**src/rtl/ic74xx_pkg.sv**
```systemverilog
// Shared types for the 74xx board model: 259 operating modes, frame FSM states
// and the {MR, EN} pin decode.
package ic74xx_pkg;

  typedef enum logic [1:0] {
    LATCH,
    MEMORY,
    DEMUX,
    CLEAR
  } ic259_mode_t;

  typedef enum logic {
    IDLE,
    FILL
  } ic259_frame_st_t;

  // Both pins are active low: MR low selects the clearing modes, EN low enables a write.
  function automatic ic259_mode_t decode_mode(input logic mr_n, input logic en_n);
    ic259_mode_t mode;
    case ({mr_n, en_n})
      2'b10:   mode = LATCH;
      2'b11:   mode = MEMORY;
      2'b00:   mode = DEMUX;
      default: mode = CLEAR;
    endcase
    return mode;
  endfunction

endpackage

```
**src/rtl/ic74hc259_frame.sv**
```systemverilog
// Frame tracker for the 74HC259 model: written-bit mask, IDLE/FILL FSM, snapshot of the
// completed word and a wrapping completed-frame counter.
module ic74hc259_frame
  import ic74xx_pkg::*;
#(
  parameter int unsigned Width = 8
) (
  input  logic             clk_i,
  input  logic             rst_i,
  input  ic259_mode_t      mode_i,
  input  logic [Width-1:0] sel_onehot_i,
  input  logic [Width-1:0] q_next_i,
  output logic             frame_done_o,
  output logic [Width-1:0] q_frame_o,
  output logic [7:0]       frame_count_o
);

  ic259_frame_st_t state_q, state_d;
  logic [Width-1:0] mask_q, mask_d;
  logic [Width-1:0] mask_set;
  logic             done_q, done_d;
  logic [Width-1:0] q_frame_q, q_frame_d;
  logic [7:0]       count_q, count_d;

  assign mask_set = mask_q | sel_onehot_i;

  always_comb begin
    state_d   = state_q;
    mask_d    = mask_q;
    done_d    = 1'b0;
    q_frame_d = q_frame_q;
    count_d   = count_q;
    unique case (mode_i)
      LATCH: begin
        if (&mask_set) begin
          done_d    = 1'b1;
          q_frame_d = q_next_i;
          count_d   = count_q + 8'd1;
          mask_d    = '0;
          state_d   = IDLE;
        end else begin
          mask_d  = mask_set;
          state_d = FILL;
        end
      end
      MEMORY: ;
      // Any clearing mode destroys the partially built word, so the frame restarts.
      DEMUX, CLEAR: begin
        mask_d  = '0;
        state_d = IDLE;
      end
      default: ;
    endcase
  end

  always_ff @(posedge clk_i) begin
    if (rst_i) begin
      state_q   <= IDLE;
      mask_q    <= '0;
      done_q    <= 1'b0;
      q_frame_q <= '0;
      count_q   <= '0;
    end else begin
      state_q   <= state_d;
      mask_q    <= mask_d;
      done_q    <= done_d;
      q_frame_q <= q_frame_d;
      count_q   <= count_d;
    end
  end

  assign frame_done_o  = done_q;
  assign q_frame_o     = q_frame_q;
  assign frame_count_o = count_q;

endmodule

```
**src/rtl/ic74hc259.sv**
```systemverilog
// 74HC259 8-bit addressable latch, clocked model. Define IC74HC259_FRAME_EN to build in the
// frame tracker; otherwise Frame_Done, Q_Frame and Frame_Count are tied to 0.
module ic74hc259
  import ic74xx_pkg::*;
#(
  parameter int unsigned DATA_SelectPart  = 3,
  parameter int unsigned DATA_Single_Part = 8
) (
  input  logic                        clk,
  input  logic                        rst,
  input  logic                        EN_Part,
  input  logic                        MR_Part,
  input  logic [DATA_SelectPart-1:0]  SelectPart,
  input  logic                        D,
  output logic [DATA_Single_Part-1:0] Q,
  output logic                        Frame_Done,
  output logic [DATA_Single_Part-1:0] Q_Frame,
  output logic [7:0]                  Frame_Count
);

  if (DATA_Single_Part != (1 << DATA_SelectPart)) begin : g_bad_width
    $error("ic74hc259: DATA_Single_Part must equal 2**DATA_SelectPart");
  end

  ic259_mode_t                 mode;
  logic [DATA_Single_Part-1:0] sel_onehot;
  logic [DATA_Single_Part-1:0] q_q, q_d;

  assign mode = decode_mode(MR_Part, EN_Part);

  always_comb begin
    sel_onehot = '0;
    for (int unsigned i = 0; i < DATA_Single_Part; i++) begin
      sel_onehot[i] = (SelectPart == DATA_SelectPart'(i));
    end
  end

  always_comb begin
    q_d = q_q;
    unique case (mode)
      LATCH:   q_d = (q_q & ~sel_onehot) | (sel_onehot & {DATA_Single_Part{D}});
      MEMORY:  q_d = q_q;
      DEMUX:   q_d = sel_onehot & {DATA_Single_Part{D}};
      CLEAR:   q_d = '0;
      default: q_d = q_q;
    endcase
  end

  always_ff @(posedge clk) begin
    if (rst) begin
      q_q <= '0;
    end else begin
      q_q <= q_d;
    end
  end

  assign Q = q_q;

`ifdef IC74HC259_FRAME_EN
  ic74hc259_frame #(
    .Width(DATA_Single_Part)
  ) u_frame (
    .clk_i        (clk),
    .rst_i        (rst),
    .mode_i       (mode),
    .sel_onehot_i (sel_onehot),
    .q_next_i     (q_d),
    .frame_done_o (Frame_Done),
    .q_frame_o    (Q_Frame),
    .frame_count_o(Frame_Count)
  );
`else
  assign Frame_Done  = 1'b0;
  assign Q_Frame     = '0;
  assign Frame_Count = '0;
`endif

endmodule

```
**config.mk**
```make
export PLATFORM = sky130hd
export DESIGN_NAME = ic74hc259
export DESIGN_NICKNAME = d
export VERILOG_FILES = /design/src/rtl/ic74xx_pkg.sv /design/src/rtl/ic74hc259_frame.sv /design/src/rtl/ic74hc259.sv
export SDC_FILE = /design/constraint.sdc
export NUM_CORES = 1
export LEC_CHECK = 0
export ABC_AREA = 1
export CAP_MARGIN = 10
export CORE_AREA = 2 2 39 41
export CTS_CLUSTER_DIAMETER = 120
export DETAILED_ROUTE_END_ITERATION = 8
export DIE_AREA = 0 0 41 43
export DONT_BUFFER_PORTS = 1
export PLACE_DENSITY = 0.55
export SETUP_SLACK_MARGIN = 0.2
export SLEW_MARGIN = 20
export SYNTH_ARGS = -nofsm -noshare
export SYNTH_HDL_FRONTEND = slang
export SYNTH_HIERARCHICAL = 1
export SYNTH_SLANG_ARGS = --single-unit
```
**constraint.sdc**
```tcl
create_clock -name clk -period 1.3 [get_ports clk]
set_input_delay 0.13 -clock clk [delete_from_list [all_inputs] [get_ports clk]]
set_output_delay 0.13 -clock clk [all_outputs]
set_load 0.01 [all_outputs]
```
==> After elaboration in Yosys (flattened, before gate mapping) <==
Index checks and enable logic that the tools add are counted.
W data, S select, Z words.
{ "classes": {"reduce_logical": 3, "eq_ne": 12, "bitwise_logic": 4, "mux": 2} }
{ "ops": {"columns": ["operator", "n"], "rows": [
  ["$pmux W8 S3", 1],
  ["$and A8 B8 Y8", 2],
  ["$eq A3 B3 Y1 const B", 4],
  ["$eq A2 B2 Y1 const B", 4],
  ["$not A8 Y8", 1],
  ["$or A8 B8 Y8", 1],
  ["$eq A3 B2 Y1 const B", 2],
  ["$pmux W2 S3", 1],
  ["$logic_not A2 Y1", 2],
  ["$eq A3 B1 Y1 const B", 1],
  ["$logic_not A3 Y1", 1],
  ["$eq A2 B1 Y1 const B", 1]
]} }
{ "word_totals": {"word_cells": 22, "reg_bits": 8, "input_bits": 8, "output_inout_bits": 25} }

==> Longest topological paths before layout <==
Gate-level depths: netlist of the first run.
{ "logic_depth": {"word_depth": 5, "ltp_mapped": 5, "ltp_nobuf": 5} }

==> Worst setup path before layout of the first run <==
No wires, ideal clock.
{ "synth_path": {"kind": "reg-to-reg", "start": "register with a tool-made name", "end": "register with a tool-made name", "path_slack_ns": 0.632, "setup_time_ns": 0.115, "t_arrival_ns": 0.553, "synth_period_minus_slack_ns": 0.668, "t_required_ns": 1.185, "n_path_buf": 0, "path_stages_with_launch": 4, "cell_sequence": "dfxtp_1 > nand2_1 > a21boi_1 > nor2_1"} }

==> summary.txt, run 1 <==
upper clock frequency limit: 1310 MHz
mean instance size in the synthesized netlist: 6.97 um2
Final nets: 92
number of antenna-violating nets in the routed design: 0
run status: finished clean
largest area contributor in the synthesized netlist: sky130_fd_sc_hd__dfxtp_1
Final Cycle Share: 58.8%
std cell rows: 14
fraction of final layout cells with drive strength greater than 1: 14.6%
final hold viol count: 0
via count: 434
placed wire-length estimate after detailed placement: 724 um
Max Clock Skew: 0 ps
cell types with the largest area share after synthesis: sky130_fd_sc_hd__dfxtp_1, sky130_fd_sc_hd__buf_4, sky130_fd_sc_hd__nand2_1
Sw Ratio: 27.7%
residual overflow from global routing: 0
die outline width: 41 um
area of the mapped netlist: 564 um2
share of synthesized registers carrying an async set or reset: 0%
H-tree level count: 1
chip height: 43 um
maximum fanout count along the critical path: 2
reported net switching power: 0.144 mW
overall routing resource usage: 11.1%
full die area: 0.00176 mm2
total of buffers placed on input and output ports: 0
area of the core: 0.00138 mm2
final-layout setup total negative slack: 0 ps
largest net degree at the start of global routing: 9
Seq cells post-synth: 8
Clk pin slew, worst setup/hold paths: 50 ps
total wire length: 942 um
class of the most critical hold timing path: input pin to register
Antenna diodes: 0
CTS Hold Bufs: 0
detailed-route vias per instance: 4.43
hold path start: rst
register-to-register path setup slack: 570 ps
capturing element type of the critical path: primary output
clock tree from TritonCTS: built
Min-Delay Path Depth: 3
clock latency of the later-clocked register in the worst-skew pair: 250 ps
PnR Total Power: 0.520 mW
vias in the first global route: 287
count of yosys warnings during synthesis: 6
Crit Path Category: register to primary output
proportion of power drawn by flip-flops and latches: 49.5%
Yosys top cell area share: 28.4%
power per unit of standard cell area: 973 mW/mm2
Num CTS Buffers: 3
synth cell count leaders: sky130_fd_sc_hd__buf_4, sky130_fd_sc_hd__nand2_1, sky130_fd_sc_hd__nor2_1
setup slack after placement: 584 ps
global placement routability congestion: 0.707
RSZ-0062 raised after global routing: no
data arrival time at the worst-slack endpoint: 630 ps
Clock Root Buffer: sky130_fd_sc_hd__clkbuf_4
CTS sink cnt: 8
number of antenna violations at the first check in global routing: 0
ys flop type: sky130_fd_sc_hd__dfxtp_1
total I/O pin count: 33
number of violations of the max-capacitance limit: 0
required arrival time at the worst endpoint: 1170 ps
fin worst setup slack: 536 ps
fraction of power consumed by the clock network: 36.1%
number of buffers on the longest clock path: 2
final number of max-transition violations: 0
share of the core filled with cells in the final layout: 38.6%
sort of element at the start of the critical path: register
worst ir drop on vdd: 0.488 mV
Final setup viols: 0
number of enable flip-flop cells after synthesis: 0
detailed-router iteration count before antenna repair: 4
Routed WL per cell: 9.61 um
Logic pwr share: 14.4%
Static Leak: 0.261 nW
DRC errors left: 0
first-pass GRT wire length: 1260 um
Fin Hold WS: 74.7 ps
part of the Yosys area used for sequential elements: 28.4%
post-layout minimum cycle time: 764 ps
number of DRC violations after detailed-routing iteration 0: 4
initial standard-cell utilization of the core: 40.8%
Int Power: 0.376 mW
post-cts resize count: 0
buffers inserted during post-CTS setup optimization: 0
Area Growth Syn to Fin: -5.32%
FF-to-FF path depth: 3
number of instances in the synthesized netlist: 81
number of distinct library cells after synthesis: 13
## per-layer routing
layer	vias to the layer above	GRT usage, %	share of wire [%]
li1	220	-	-
met1	191	15.1	43
met2	19	13.1	47
met3	4	5.24	7.7
met4	0	8.00	1.8
met5	-	0	0
## layout by cell type (no fill, tap or decap), drive strengths merged
| master | synthesis | layout |
|---|---|---|
| a21boi | 6 | 6 |
| a21oi | 2 | 2 |
| clkbuf | 0 | 3 |
| clkinv | 1 | 1 |
| conb | 1 | 17 |
| dfxtp | 8 | 8 |
| inv | 7 | 7 |
| nand2 | 17 | 17 |
| nand3 | 8 | 8 |
| nor2 | 13 | 13 |
## stage by stage
step | std cells | cell area (um2)
6_report | 98 | 534
5_1_grt | 98 | 534
3_5_place_dp | 95 | 512
4_1_cts | 98 | 534
3_3_place_gp | 95 | 512
2_1_floorplan | 97 | 624
## layout make-up
type	count	area, um2
Tap cell	16	20.0
Sequential cell	8	160
Multi-Input combinational cell	63	302
Clock buffer	3	22.5
Inverter	8	30.0
Fill cell	168	850
## logic make-up after synthesis
group / count (synthesis) / share of synthesized area [%]
AO/OA/AOI/OAI: 8 / 9.76
other: 1 / 0.665
flip-flops: 8 / 28.4
buffers and inverters: 26 / 28.8
AND/OR/NAND/NOR: 38 / 32.4
## power groups by stage
stage,clock network [mW],logic [mW],registers (mW)
after floorplan,0,0.107,0.262
after global placement,0,0.0734,0.263
after detailed placement,0,0.0738,0.263
after CTS,0.202,0.0740,0.258
after global routing,0.216,0.0838,0.258
final,0.188,0.0748,0.258
## worst max-delay path by stage
stage	endpoint	cells after the start	slack (ps)
after floorplan	register	3	630
after global placement	register	3	590
after detailed placement	register	3	580
after CTS	Q[0]	0	520
after global routing	register	3	480
final	Q[0]	0	540
(Power assumes the default switching activity.)
==> run 2, diff against run 1 <==
- clock period: 1.3 -> 0.8 ns (I/O delays scaled with it)
==> run 2 against run 1 <==
  * Sequential share of layout area shrank 1.8 points
  * Final area grew 13%
  * Routed wire length shrank 0.53%
  * Register-to-register slack lost 460 ps
  * Power grew 69%
  * Via count shrank 0.23%
  * Non-clock buffer count grew 3
  * Critical path depth grew 1
  * Utilization grew 5.1 points
  * Clock skew is the same
  * Cell count grew 3.1%
  * Critical endpoint is now Q[4]
  * Highest routed layer unchanged
==> summary.txt, run 2 (synthesis gave the netlist of run 1 again) <==
run status: finished clean
capturing element type of the critical path: primary output
Final Cycle Share: 96.2%
number of antenna-violating nets in the routed design: 0 (unchanged)
total of buffers placed on input and output ports: 0 (unchanged)
worst ir drop on vdd: 0.762 mV (+56%)
final hold viol count: 0 (unchanged)
vias in the first global route: 335 (+17%)
FF-to-FF path depth: 3 (unchanged)
global placement routability congestion: 0.692 (-2.1%)
Routed WL per cell: 9.28 um (-3.5%)
first-pass GRT wire length: 1410 um (+12%)
required arrival time at the worst endpoint: 720 ps (-450 ps)
Num CTS Buffers: 3 (unchanged)
flip-flop and latch area: 170 um2 (+6.2%)
Static Leak: 0.292 nW (+12%)
delay contributed by the slowest stage of the critical path: 320 ps
Clock Root Buffer: sky130_fd_sc_hd__clkbuf_4
post-layout minimum cycle time: 770 ps
sort of element at the start of the critical path: register
via count: 433 (-0.23%)
Clk pin slew, worst setup/hold paths: 60 ps (about the same)
clock latency of the later-clocked register in the worst-skew pair: 260 ps (about the same)
upper clock frequency limit: 1300 MHz
maximum fanout count along the critical path: 2 (unchanged)
chip height: 43 um (unchanged)
total I/O pin count: 33 (unchanged)
class of the most critical hold timing path: input pin to register
number of cells on the critical path: 1 (+1)
number of antenna violations at the first check in global routing: 0 (unchanged)
clock tree from TritonCTS: built
die outline width: 41 um (unchanged)
detailed-router iteration count before antenna repair: 3 (-1)
number of DRC violations after detailed-routing iteration 0: 2 (-2)
Fin Hold WS: 12.2 ps (-62.5 ps)
Area Growth Syn to Fin: 7.10%
number of violations of the max-capacitance limit: 0 (unchanged)
CTS sink cnt: 8 (unchanged)
std cell rows: 14 (unchanged)
number of buffers on the longest clock path: 2 (unchanged)
largest net degree at the start of global routing: 9 (unchanged)
Slowest-stage cell, CP: sky130_fd_sc_hd__dfxtp_2
final number of max-transition violations: 0 (unchanged)
area of the core: 0.00138 mm2 (unchanged)
DRC errors left: 0 (unchanged)
total wire length: 937 um (-0.53%)
buffers and inverters on the worst path: 1
Antenna diodes: 0 (unchanged)
buffers inserted during post-CTS setup optimization: 0 (unchanged)
Crit Path Category: register to primary output
fraction of final layout cells with drive strength greater than 1: 35.3% (+21 points)
footprint of the multi-input gates: 328 um2 (+8.7%)
cell chain of the critical path: buf_6
initial standard-cell utilization of the core: 40.8% (unchanged)
data arrival time at the worst-slack endpoint: 690 ps (+60 ps)
highest-count cells in the layout ignoring fill and taps: sky130_fd_sc_hd__nand2_1, sky130_fd_sc_hd__conb_1, sky130_fd_sc_hd__nor2_1, sky130_fd_sc_hd__nand3_1, sky130_fd_sc_hd__dfxtp_2
cell type group with the largest total delay on the critical path: flip-flops
Final nets: 95 (+3.3%)
Final setup viols: 0 (unchanged)
H-tree level count: 1 (unchanged)
placed wire-length estimate after detailed placement: 707 um (-2.3%)
power per unit of standard cell area: 1450 mW/mm2 (+49%)
residual overflow from global routing: 0 (unchanged)
final-layout setup total negative slack: 0 ps (unchanged)
CTS Hold Bufs: 0 (unchanged)
fillers: 160 (-4.8%)
Min-Delay Path Depth: 3 (unchanged)
RSZ-0062 raised after global routing: yes
detailed-route vias per instance: 4.29 (-3.2%)
overall routing resource usage: 12.7% (+1.5 points)
full die area: 0.00176 mm2 (unchanged)
Max Clock Skew: 0 ps (unchanged)
## run 2: changes by cell type in the layout (fill, tap and decap cells not counted)
cell                       change
sky130_fd_sc_hd__buf_6         +3
sky130_fd_sc_hd__dfxtp_2       +8
sky130_fd_sc_hd__dfxtp_1       -8
sky130_fd_sc_hd__a21boi_1      -6
sky130_fd_sc_hd__a21oi_2       +1
sky130_fd_sc_hd__a21oi_1       -1
sky130_fd_sc_hd__a21boi_2      +6
## run 2: worst paths after layout
path / startpoint / to / slack, ps
worst min-delay path: rst / register / 10
worst max register to register: register / register / 110
worst max-delay path: register / Q[4] / 30
worst min register to register: register / register / 570
## run 2: what timing repair did
item | 4_1_cts | 5_1_grt
pin swaps | 0 | 3
resized for setup | 3 | 1
endpoints found under the hold margin | 0 | 0
setup endpoints to repair | 16 | 16
## run 2: final cells by class
type / count / share of cell area (%)
Clock buffer: 3 / 3.73
Inverter: 8 / 4.97
Tap cell: 16 / 3.31
Sequential cell: 8 / 28.2
Timing Repair Buffer: 3 / 5.59
Multi-Input combinational cell: 63 / 54.2
## run 2: power by group
group | internal (mW) | switching, mW | leakage (nW)
registers | 0.410 | 0.00858 | 0.0687
clock network | 0.172 | 0.148 | 0.0138
logic | 0.0405 | 0.0988 | 0.210
total | 0.623 | 0.255 | 0.292
## run 2: metrics by stage
step | total power, mW | cells | area (um2) | worst slack (ps) | utilization, %
after floorplan | 0.610 | 97 | 657 | 152 | -
after global placement | 0.561 | 98 | 567 | 110 | 41.0
after detailed placement | 0.561 | 98 | 567 | 116 | 41.0
after CTS | 0.889 | 101 | 601 | 24.1 | 43.4
after global routing | 0.933 | 101 | 604 | 5.44 | 43.7
final | 0.878 | 101 | 604 | 30.5 | 43.7
## run 2: routing by layer
metal | vias up | GRT usage, % | part of all wire (%)
li1 | 225 | - | -
met3 | 4 | 7.33 | 9.8
met4 | 0 | 10.0 | 2.9
met2 | 18 | 13.8 | 42
met5 | - | 0 | 0
met1 | 186 | 17.2 | 45
